===== src/rtl/teng_mac_lane_if.sv =====
// teng_mac_lane_if: GT word, AXIS TX/RX and PHY status signals of one teng_mac_lane
interface teng_mac_lane_if;
    logic        tx_fsm_reset_done_i;
    logic        rx_fsm_reset_done_i;
    logic [31:0] tx_data_o;
    logic [31:0] rx_data_i;
    logic        link_up_o;
    logic [31:0] tx_data_i;
    logic [1:0]  tx_vldb_i;
    logic        tx_valid_i;
    logic        tx_ready_o;
    logic        tx_last_i;
    logic        tx_user_i;
    logic        tx_status_o;
    logic        tx_rsp_valid_o;
    logic [31:0] rx_data_o;
    logic [1:0]  rx_vldb_o;
    logic        rx_valid_o;
    logic        rx_last_o;
    logic        rx_user_o;
    modport slave (
        input  tx_fsm_reset_done_i, rx_fsm_reset_done_i, rx_data_i,
        input  tx_data_i, tx_vldb_i, tx_valid_i, tx_last_i, tx_user_i,
        output tx_data_o, link_up_o, tx_ready_o, tx_status_o, tx_rsp_valid_o,
        output rx_data_o, rx_vldb_o, rx_valid_o, rx_last_o, rx_user_o
    );
    modport master (
        output tx_fsm_reset_done_i, rx_fsm_reset_done_i, rx_data_i,
        output tx_data_i, tx_vldb_i, tx_valid_i, tx_last_i, tx_user_i,
        input  tx_data_o, link_up_o, tx_ready_o, tx_status_o, tx_rsp_valid_o,
        input  rx_data_o, rx_vldb_o, rx_valid_o, rx_last_o, rx_user_o
    );
endinterface


===== src/rtl/teng_mac_lane.sv =====
// teng_mac_lane: single-lane framing MAC, AXIS <-> 32-bit GT words with in-band control words.
// Define TENG_MAC_LOOPBACK_EN to feed the RX parser from the registered TX word stream.
module teng_mac_lane #(
    parameter int LINK_UP_COUNT = 16
) (
    input logic            sys_clk_i,
    input logic            sys_reset_i,
    teng_mac_lane_if.slave bus
);
    localparam logic [31:0] IDLE  = 32'h0707_0707;
    localparam logic [31:0] START = 32'hFB55_5555;
    localparam logic [31:0] ESC   = 32'hBC00_0000;
    localparam logic [31:0] FILL  = 32'hBC00_00FF;
    localparam logic [7:0]  LINK_TH = 8'(LINK_UP_COUNT - 1);

    function automatic logic rsvd(input logic [31:0] w);
        rsvd = w[31:24] inside {8'h07, 8'hFB, 8'hFD, 8'hBC};
    endfunction

    typedef enum logic [1:0] {T_IDLE, T_DATA, T_TERM, T_GAP} tx_state_t;
    typedef enum logic [1:0] {R_OUT, R_FRAME, R_ESC} rx_state_t;

    tx_state_t   ts, ts_n;
    logic [31:0] tx_w_n;
    logic        esc_sent, esc_n;
    logic        t_user, t_user_n;
    logic [1:0]  t_vldb, t_vldb_n;
    logic        rsp_n, status_n;
    logic        tx_done;

    assign tx_done = bus.tx_fsm_reset_done_i;

    always_comb begin
        ts_n = ts;
        tx_w_n = IDLE;
        esc_n = 1'b0;
        t_user_n = t_user;
        t_vldb_n = t_vldb;
        rsp_n = 1'b0;
        status_n = bus.tx_status_o;
        bus.tx_ready_o = 1'b0;
        case (ts)
            T_IDLE: if (bus.tx_valid_i && tx_done) begin
                tx_w_n = START;
                ts_n = T_DATA;
            end
            T_DATA: begin
                // a reserved-looking beat is held off one cycle while ESC goes out ahead of it
                bus.tx_ready_o = tx_done && !(bus.tx_valid_i && rsvd(bus.tx_data_i) && !esc_sent);
                esc_n = esc_sent;
                if (!tx_done) begin
                    tx_w_n = {8'hFD, 21'h0, 1'b1, 2'd3};
                    rsp_n = 1'b1;
                    status_n = 1'b0;
                    ts_n = T_GAP;
                end else if (!bus.tx_valid_i) begin
                    tx_w_n = FILL;
                end else if (!bus.tx_ready_o) begin
                    tx_w_n = ESC;
                    esc_n = 1'b1;
                end else begin
                    tx_w_n = bus.tx_data_i;
                    esc_n = 1'b0;
                    if (bus.tx_last_i) begin
                        t_user_n = bus.tx_user_i;
                        t_vldb_n = bus.tx_vldb_i;
                        ts_n = T_TERM;
                    end
                end
            end
            T_TERM: begin
                tx_w_n = {8'hFD, 21'h0, t_user, t_vldb};
                rsp_n = 1'b1;
                status_n = 1'b1;
                ts_n = T_GAP;
            end
            default: ts_n = T_IDLE;
        endcase
    end

    always_ff @(posedge sys_clk_i or posedge sys_reset_i) begin
        if (sys_reset_i) begin
            ts <= T_IDLE;
            bus.tx_data_o <= IDLE;
            esc_sent <= 1'b0;
            t_user <= 1'b0;
            t_vldb <= 2'd0;
            bus.tx_rsp_valid_o <= 1'b0;
            bus.tx_status_o <= 1'b0;
        end else begin
            ts <= ts_n;
            bus.tx_data_o <= tx_w_n;
            esc_sent <= esc_n;
            t_user <= t_user_n;
            t_vldb <= t_vldb_n;
            bus.tx_rsp_valid_o <= rsp_n;
            bus.tx_status_o <= status_n;
        end
    end

    logic [31:0] rx_src, rx_q;
    logic        rx_done;
`ifdef TENG_MAC_LOOPBACK_EN
    assign rx_src = bus.tx_data_o;
    assign rx_done = bus.tx_fsm_reset_done_i;
`else
    assign rx_src = bus.rx_data_i;
    assign rx_done = bus.rx_fsm_reset_done_i;
`endif

    rx_state_t   rs, rs_n;
    logic [7:0]  cnt, cnt_n;
    logic        link_n;
    logic [31:0] hold, hold_n;
    logic        hold_vld, hold_vld_n;
    logic        is_idle, is_start, is_esc, is_fill, is_term, is_rsvd, lost;
    logic        take, term, trunc, emit;

    assign is_idle  = rx_q == IDLE;
    assign is_start = rx_q == START;
    assign is_esc   = rx_q == ESC;
    assign is_fill  = rx_q == FILL;
    assign is_term  = rx_q[31:24] == 8'hFD;
    assign is_rsvd  = rsvd(rx_q);
    assign lost     = !rx_done || !bus.link_up_o;

    always_comb begin
        cnt_n = (!rx_done || !is_idle) ? 8'd0 : (cnt == 8'hFF ? cnt : cnt + 8'd1);
        link_n = rx_done && (bus.link_up_o ? !(rs == R_OUT && !is_idle && !is_start)
                                           : (is_idle && cnt >= LINK_TH));
        take  = !lost && (rs == R_ESC || (rs == R_FRAME && !is_rsvd));
        term  = !lost && rs == R_FRAME && is_term;
        // IDLE, START, unknown reserved words and link loss all cut the frame short
        trunc = rs != R_OUT && (lost || (rs == R_FRAME && is_rsvd && !is_esc && !is_fill && !is_term));
        emit  = hold_vld && (take || term || trunc);
        hold_n = take ? rx_q : hold;
        hold_vld_n = take || (hold_vld && !(term || trunc));
        rs_n = rs == R_OUT ? ((is_start && bus.link_up_o) ? R_FRAME : R_OUT)
             : lost ? R_OUT
             : rs == R_ESC ? R_FRAME
             : is_esc ? R_ESC
             : (is_fill || is_start || !is_rsvd) ? R_FRAME : R_OUT;
    end

    always_ff @(posedge sys_clk_i or posedge sys_reset_i) begin
        if (sys_reset_i) begin
            rx_q <= 32'd0;
            rs <= R_OUT;
            cnt <= 8'd0;
            bus.link_up_o <= 1'b0;
            hold <= 32'd0;
            hold_vld <= 1'b0;
            bus.rx_data_o <= 32'd0;
            bus.rx_vldb_o <= 2'd0;
            bus.rx_valid_o <= 1'b0;
            bus.rx_last_o <= 1'b0;
            bus.rx_user_o <= 1'b0;
        end else begin
            rx_q <= rx_src;
            rs <= rs_n;
            cnt <= cnt_n;
            bus.link_up_o <= link_n;
            hold <= hold_n;
            hold_vld <= hold_vld_n;
            bus.rx_data_o <= emit ? hold : bus.rx_data_o;
            bus.rx_vldb_o <= emit ? (term ? rx_q[1:0] : 2'd3) : bus.rx_vldb_o;
            bus.rx_valid_o <= emit;
            bus.rx_last_o <= emit && (term || trunc);
            bus.rx_user_o <= emit && (term ? rx_q[2] : trunc);
        end
    end
endmodule


===== src/flat_wrapper.sv =====
// flat-port wrapper written by rule: the top's interface ports become plain ports
module teng_mac_lane_flat 
#(
    parameter int LINK_UP_COUNT = 16
)
  (sys_clk_i, sys_reset_i, bus_tx_fsm_reset_done_i, bus_rx_fsm_reset_done_i, bus_rx_data_i, bus_tx_data_i, bus_tx_vldb_i, bus_tx_valid_i, bus_tx_last_i, bus_tx_user_i, bus_tx_data_o, bus_link_up_o, bus_tx_ready_o, bus_tx_status_o, bus_tx_rsp_valid_o, bus_rx_data_o, bus_rx_vldb_o, bus_rx_valid_o, bus_rx_last_o, bus_rx_user_o);
  teng_mac_lane_if bus_i ();
  input logic sys_clk_i;
  input logic sys_reset_i;
  input wire logic [$bits(bus_i.tx_fsm_reset_done_i)-1:0] bus_tx_fsm_reset_done_i;
  input wire logic [$bits(bus_i.rx_fsm_reset_done_i)-1:0] bus_rx_fsm_reset_done_i;
  input wire logic [$bits(bus_i.rx_data_i)-1:0] bus_rx_data_i;
  input wire logic [$bits(bus_i.tx_data_i)-1:0] bus_tx_data_i;
  input wire logic [$bits(bus_i.tx_vldb_i)-1:0] bus_tx_vldb_i;
  input wire logic [$bits(bus_i.tx_valid_i)-1:0] bus_tx_valid_i;
  input wire logic [$bits(bus_i.tx_last_i)-1:0] bus_tx_last_i;
  input wire logic [$bits(bus_i.tx_user_i)-1:0] bus_tx_user_i;
  output wire logic [$bits(bus_i.tx_data_o)-1:0] bus_tx_data_o;
  output wire logic [$bits(bus_i.link_up_o)-1:0] bus_link_up_o;
  output wire logic [$bits(bus_i.tx_ready_o)-1:0] bus_tx_ready_o;
  output wire logic [$bits(bus_i.tx_status_o)-1:0] bus_tx_status_o;
  output wire logic [$bits(bus_i.tx_rsp_valid_o)-1:0] bus_tx_rsp_valid_o;
  output wire logic [$bits(bus_i.rx_data_o)-1:0] bus_rx_data_o;
  output wire logic [$bits(bus_i.rx_vldb_o)-1:0] bus_rx_vldb_o;
  output wire logic [$bits(bus_i.rx_valid_o)-1:0] bus_rx_valid_o;
  output wire logic [$bits(bus_i.rx_last_o)-1:0] bus_rx_last_o;
  output wire logic [$bits(bus_i.rx_user_o)-1:0] bus_rx_user_o;
  assign bus_i.tx_fsm_reset_done_i = bus_tx_fsm_reset_done_i;
  assign bus_i.rx_fsm_reset_done_i = bus_rx_fsm_reset_done_i;
  assign bus_i.rx_data_i = bus_rx_data_i;
  assign bus_i.tx_data_i = bus_tx_data_i;
  assign bus_i.tx_vldb_i = bus_tx_vldb_i;
  assign bus_i.tx_valid_i = bus_tx_valid_i;
  assign bus_i.tx_last_i = bus_tx_last_i;
  assign bus_i.tx_user_i = bus_tx_user_i;
  assign bus_tx_data_o = bus_i.tx_data_o;
  assign bus_link_up_o = bus_i.link_up_o;
  assign bus_tx_ready_o = bus_i.tx_ready_o;
  assign bus_tx_status_o = bus_i.tx_status_o;
  assign bus_tx_rsp_valid_o = bus_i.tx_rsp_valid_o;
  assign bus_rx_data_o = bus_i.rx_data_o;
  assign bus_rx_vldb_o = bus_i.rx_vldb_o;
  assign bus_rx_valid_o = bus_i.rx_valid_o;
  assign bus_rx_last_o = bus_i.rx_last_o;
  assign bus_rx_user_o = bus_i.rx_user_o;
  teng_mac_lane #(.LINK_UP_COUNT(LINK_UP_COUNT)) u_core (.sys_clk_i(sys_clk_i), .sys_reset_i(sys_reset_i), .bus(bus_i));
endmodule

===== config.mk =====
export PLATFORM = sky130hd
export DESIGN_NAME = teng_mac_lane_flat
export DESIGN_NICKNAME = d
export VERILOG_FILES = /design/src/rtl/teng_mac_lane_if.sv /design/src/rtl/teng_mac_lane.sv /design/src/flat_wrapper.sv
export SDC_FILE = /design/constraint.sdc
export NUM_CORES = 1
export LEC_CHECK = 0
export ABC_AREA = 1
export BUFFER_PORTS_ARGS = -buffer_cell sky130_fd_sc_hd__clkbuf_2
export CELL_PAD_IN_SITES_DETAIL_PLACEMENT = 1
export CELL_PAD_IN_SITES_GLOBAL_PLACEMENT = 2
export CORE_AREA = 8 8 107 207
export CTS_BUF_LIST = sky130_fd_sc_hd__clkbuf_8
export CTS_CLUSTER_SIZE = 20
export DETAILED_ROUTE_END_ITERATION = 12
export DIE_AREA = 0 0 115 215
export GPL_TIMING_DRIVEN = 0
export PLACE_DENSITY_LB_ADDON = 0.1
export SLEW_MARGIN = 5
export SYNTH_ARGS = -nofsm -noshare
export SYNTH_HDL_FRONTEND = slang
export SYNTH_SLANG_ARGS = --single-unit

===== constraint.sdc =====
create_clock -name sys_clk_i -period 5.2 [get_ports sys_clk_i]
set_clock_uncertainty 0.15 [all_clocks]
set_input_delay 0.26 -clock sys_clk_i [delete_from_list [all_inputs] [get_ports sys_clk_i]]
set_output_delay 0.26 -clock sys_clk_i [all_outputs]
set_load 0.005 [all_outputs]

==> run summary <==
- global route overflow: 0
- hold path startpoint: bus_tx_fsm_reset_done_i
- outcome: completed
- crit-path max FO: 10
- final antenna diode count: 0
- clock tree buffer depth: 2
- instance count of the mapped netlist: 702
- Power per Cell Area: 344 nW/um2
- RSZ-0062 raised after global routing: false
- commonest cells after routing, fill and taps aside: sky130_fd_sc_hd__nand2_1 (247), sky130_fd_sc_hd__clkbuf_2 (143), sky130_fd_sc_hd__dfrtp_1 (141), sky130_fd_sc_hd__dlygate4sd3_1 (79), sky130_fd_sc_hd__nor2_1 (69)
- launch instance of the worst register-to-register path: u_core.esc_sent$_DFFE_PP0P_
- number of warnings reported in the yosys synthesis log: 0
- post-synthesis instance area: 6280 um2
- maximum number of pins on one net before global-route repair: 118
- number of iterations in the first detailed-routing pass: 4
- final weighted congestion of routability-driven global placement: 0.754
- worst hold-check path type: in2reg
- Reg area: 3840 um2
- endpoint required time on the critical path: 5.45 ns
- TritonCTS clock tree: done
- number of DRC markers after the initial detailed-route iteration: 197
- type of the worst setup path: in2reg
- Worst VDD drop: 203 uV
- global-route wire length before repair: 32.1 mm
- Max transition margin: 0.463
- average cell area after synthesis: 8.94 um2
- area of the multi-input gates: 2040 um2
- layout cells sized above 1: 0.229
- Fmax: 309 MHz
- IO buf count: 143
- count of boundary I/O pins: 146
- Setup Fix Bufs, Post-CTS: 0
- portion of the post-synthesis area used by sequential elements: 0.612
- horizontal die dimension: 115 um
- Post-DRT Antenna Nets: 0
- Die Footprint: 24700 um2
- CTS root buf: sky130_fd_sc_hd__clkbuf_8
- number of global-route vias before repair: 6198
- initial antenna violation count: 0
- Crit. End Element: flip-flop
- # setup viols final: 0
- final hold violations: 0
- mean number of vias per cell: 4.50
- final cell count without fillers: 1219
- layout overhead on the synthesized area: 36.5%
- Initial Util: 0.321
- count of standard-cell rows: 73
- clock network latency to the later pin of the worst-skew pair: 0.46 ns
- number of maximum-capacitance violations: 0
- TritonCTS Buffers: 17
- number of distinct library cells after synthesis: 28
- data arrival time at the worst-slack endpoint: 3.48 ns
- hpwl dp: 13.9 mm
- Post-route DRC: 0
- height of the chip: 215 um
- vias: 5484
- FF+latch count, synth: 153
- register clock-pin slew on the reported worst setup and hold paths: 0.09 ns
- sort of element at the start of the critical path: input pin
- Leakage Power: 4.56 nW
- Placed Cells incl. Taps: 1108
- fin. max-slew vios: 0
- final routed wire length divided by cell count: 15.8 um
- total wire length after detailed routing: 19.2 mm
- most common cell after layout, fill and taps aside: sky130_fd_sc_hd__nand2_1
- transition time at the pin with the least slew margin: 0.800 ns
- number of sinks driven by the clock tree: 153
- maximum level of the CTS H-tree: 4
- core area: 19500 um2
- first element of the critical path: bus_tx_data_i[25]
- post-layout minimum cycle time: 3.24 ns
- share of the cycle needed by the critical path after routing: 0.622
- fill cell instance count of the final layout: 2403
- final net count: 1022
- syn_nets: 780
- utilization after layout: 0.438
- Global Route Usage Sum: 0.167
## worst max-delay path, cell delays in order
cell and delay [ns]:
sky130_fd_sc_hd__dlygate4sd3_1 0.54, sky130_fd_sc_hd__clkbuf_2 0.14, sky130_fd_sc_hd__xor2_1 0.16, sky130_fd_sc_hd__nand3_1 0.06
sky130_fd_sc_hd__o211ai_1 0.09, sky130_fd_sc_hd__nand3_1 0.23, sky130_fd_sc_hd__clkbuf_1 0.54, sky130_fd_sc_hd__nand3_1 0.15
sky130_fd_sc_hd__dlygate4sd3_1 0.60, sky130_fd_sc_hd__a21oi_1 0.13, sky130_fd_sc_hd__dlygate4sd3_1 0.56
## path summary, 6_finish.rpt
check,end,slack (ns),cells after the start
worst max-delay path,u_core.bus.tx_data_o[7]$_DFF_PP0_,1.96,11
worst min-delay path,u_core.esc_sent$_DFFE_PP0P_,0.13,3
worst max register to register,u_core.bus.tx_data_o[7]$_DFF_PP0_,2.40,7
worst min register to register,u_core.bus.rx_data_o[1]$_DFFE_PP0P_,0.32,2
max in group asynchronous,u_core.rx_q[1]$_DFF_PP0_,3.87,4
min in group asynchronous,u_core.bus.tx_data_o[30]$_DFF_PP0_,0.17,3
## cell usage after synthesis (all sizes together)
library cell / count / area (um2)
o211ai: 1 / 7.51
dfrtp: 141 / 3530
nand3: 65 / 325
nand2: 251 / 962
xor2: 2 / 17.5
buf: 14 / 123
dfstp: 12 / 315
or2: 1 / 6.26
ha: 5 / 62.6
nor4: 6 / 37.5
o21ai: 31 / 170
clkbuf: 8 / 37.5
o21a: 1 / 7.51
nand4: 11 / 68.8
a21oi: 12 / 60.1
nor3: 7 / 35.0
a211oi: 2 / 15.0
inv: 62 / 233
nor2: 70 / 265
## cell families (layout without fill, tap and decap cells)
logic type | Yosys count | after routing | synth area share
XOR/XNOR | 2 | 2 | 0.00279
buffers and inverters | 84 | 339 | 0.0626
AND/OR/NAND/NOR | 411 | 411 | 0.271
flip-flops | 153 | 153 | 0.612
AO/OA/AOI/OAI | 47 | 47 | 0.0415
adder cells (fa/ha/maj) | 5 | 5 | 0.00997
## metrics by stage
| step | cell area (um2) | hold WS (ns) | setup TNS [ns] | total power, mW | worst slack [ns] |
|---|---|---|---|---|---|
| floorplan | 6280 | 0.141 | 0 | 1.69 | 0.688 |
| global placement | 7320 | 0.219 | -173.20 | 1.93 | -1.24 |
| detailed placement | 7360 | 0.118 | 0 | 1.95 | 2.78 |
| CTS | 8570 | 0.0795 | 0 | 3.00 | 2.08 |
| global route | 8570 | 0.128 | 0 | 3.12 | 1.79 |
| finish | 8570 | 0.127 | 0 | 2.94 | 1.96 |
## power by group
part           internal [mW]  total [mW]  leakage, nW  switching [mW]
clock network          0.490       0.970        0.211           0.479
registers               1.35        1.41         1.99          0.0572
logic                  0.236       0.568         2.35           0.332
## sequential cells by signal, indices dropped and copies added, names as in the netlist, 2 cells and up
name                  count
u_core.bus.rx_data_o     32
u_core.bus.rx_vldb_o      2
u_core.hold              32
u_core.bus.tx_data_o     32
u_core.cnt                8
u_core.rs                 2
u_core.t_vldb             2
u_core.rx_q              32
u_core.ts                 2
## layer usage
metal,part of all wire,GRT usage,up-vias
li1,-,-,2693
met1,0.42,0.195,2650
met2,0.51,0.282,111
met3,0.041,0.0365,30
met4,0.028,0.0772,0
met5,0,0,-
## final cells by class
cell class	count	area share
plain buffers	22	0.0187
multi-input cells	465	0.238
repair buffers	223	0.179
inverters	62	0.0280
flip-flops and latches	153	0.449
well taps	262	0.0383
clock buffers	18	0.0289
clock inverters	14	0.0200
## what timing repair did
item | CTS | global route
hold buffers | 79 | 0
hold endpoints to repair | 104 | 0
gates resized for setup | 0 | 0
No activity file was read; power rests on OpenSTA's default activity.
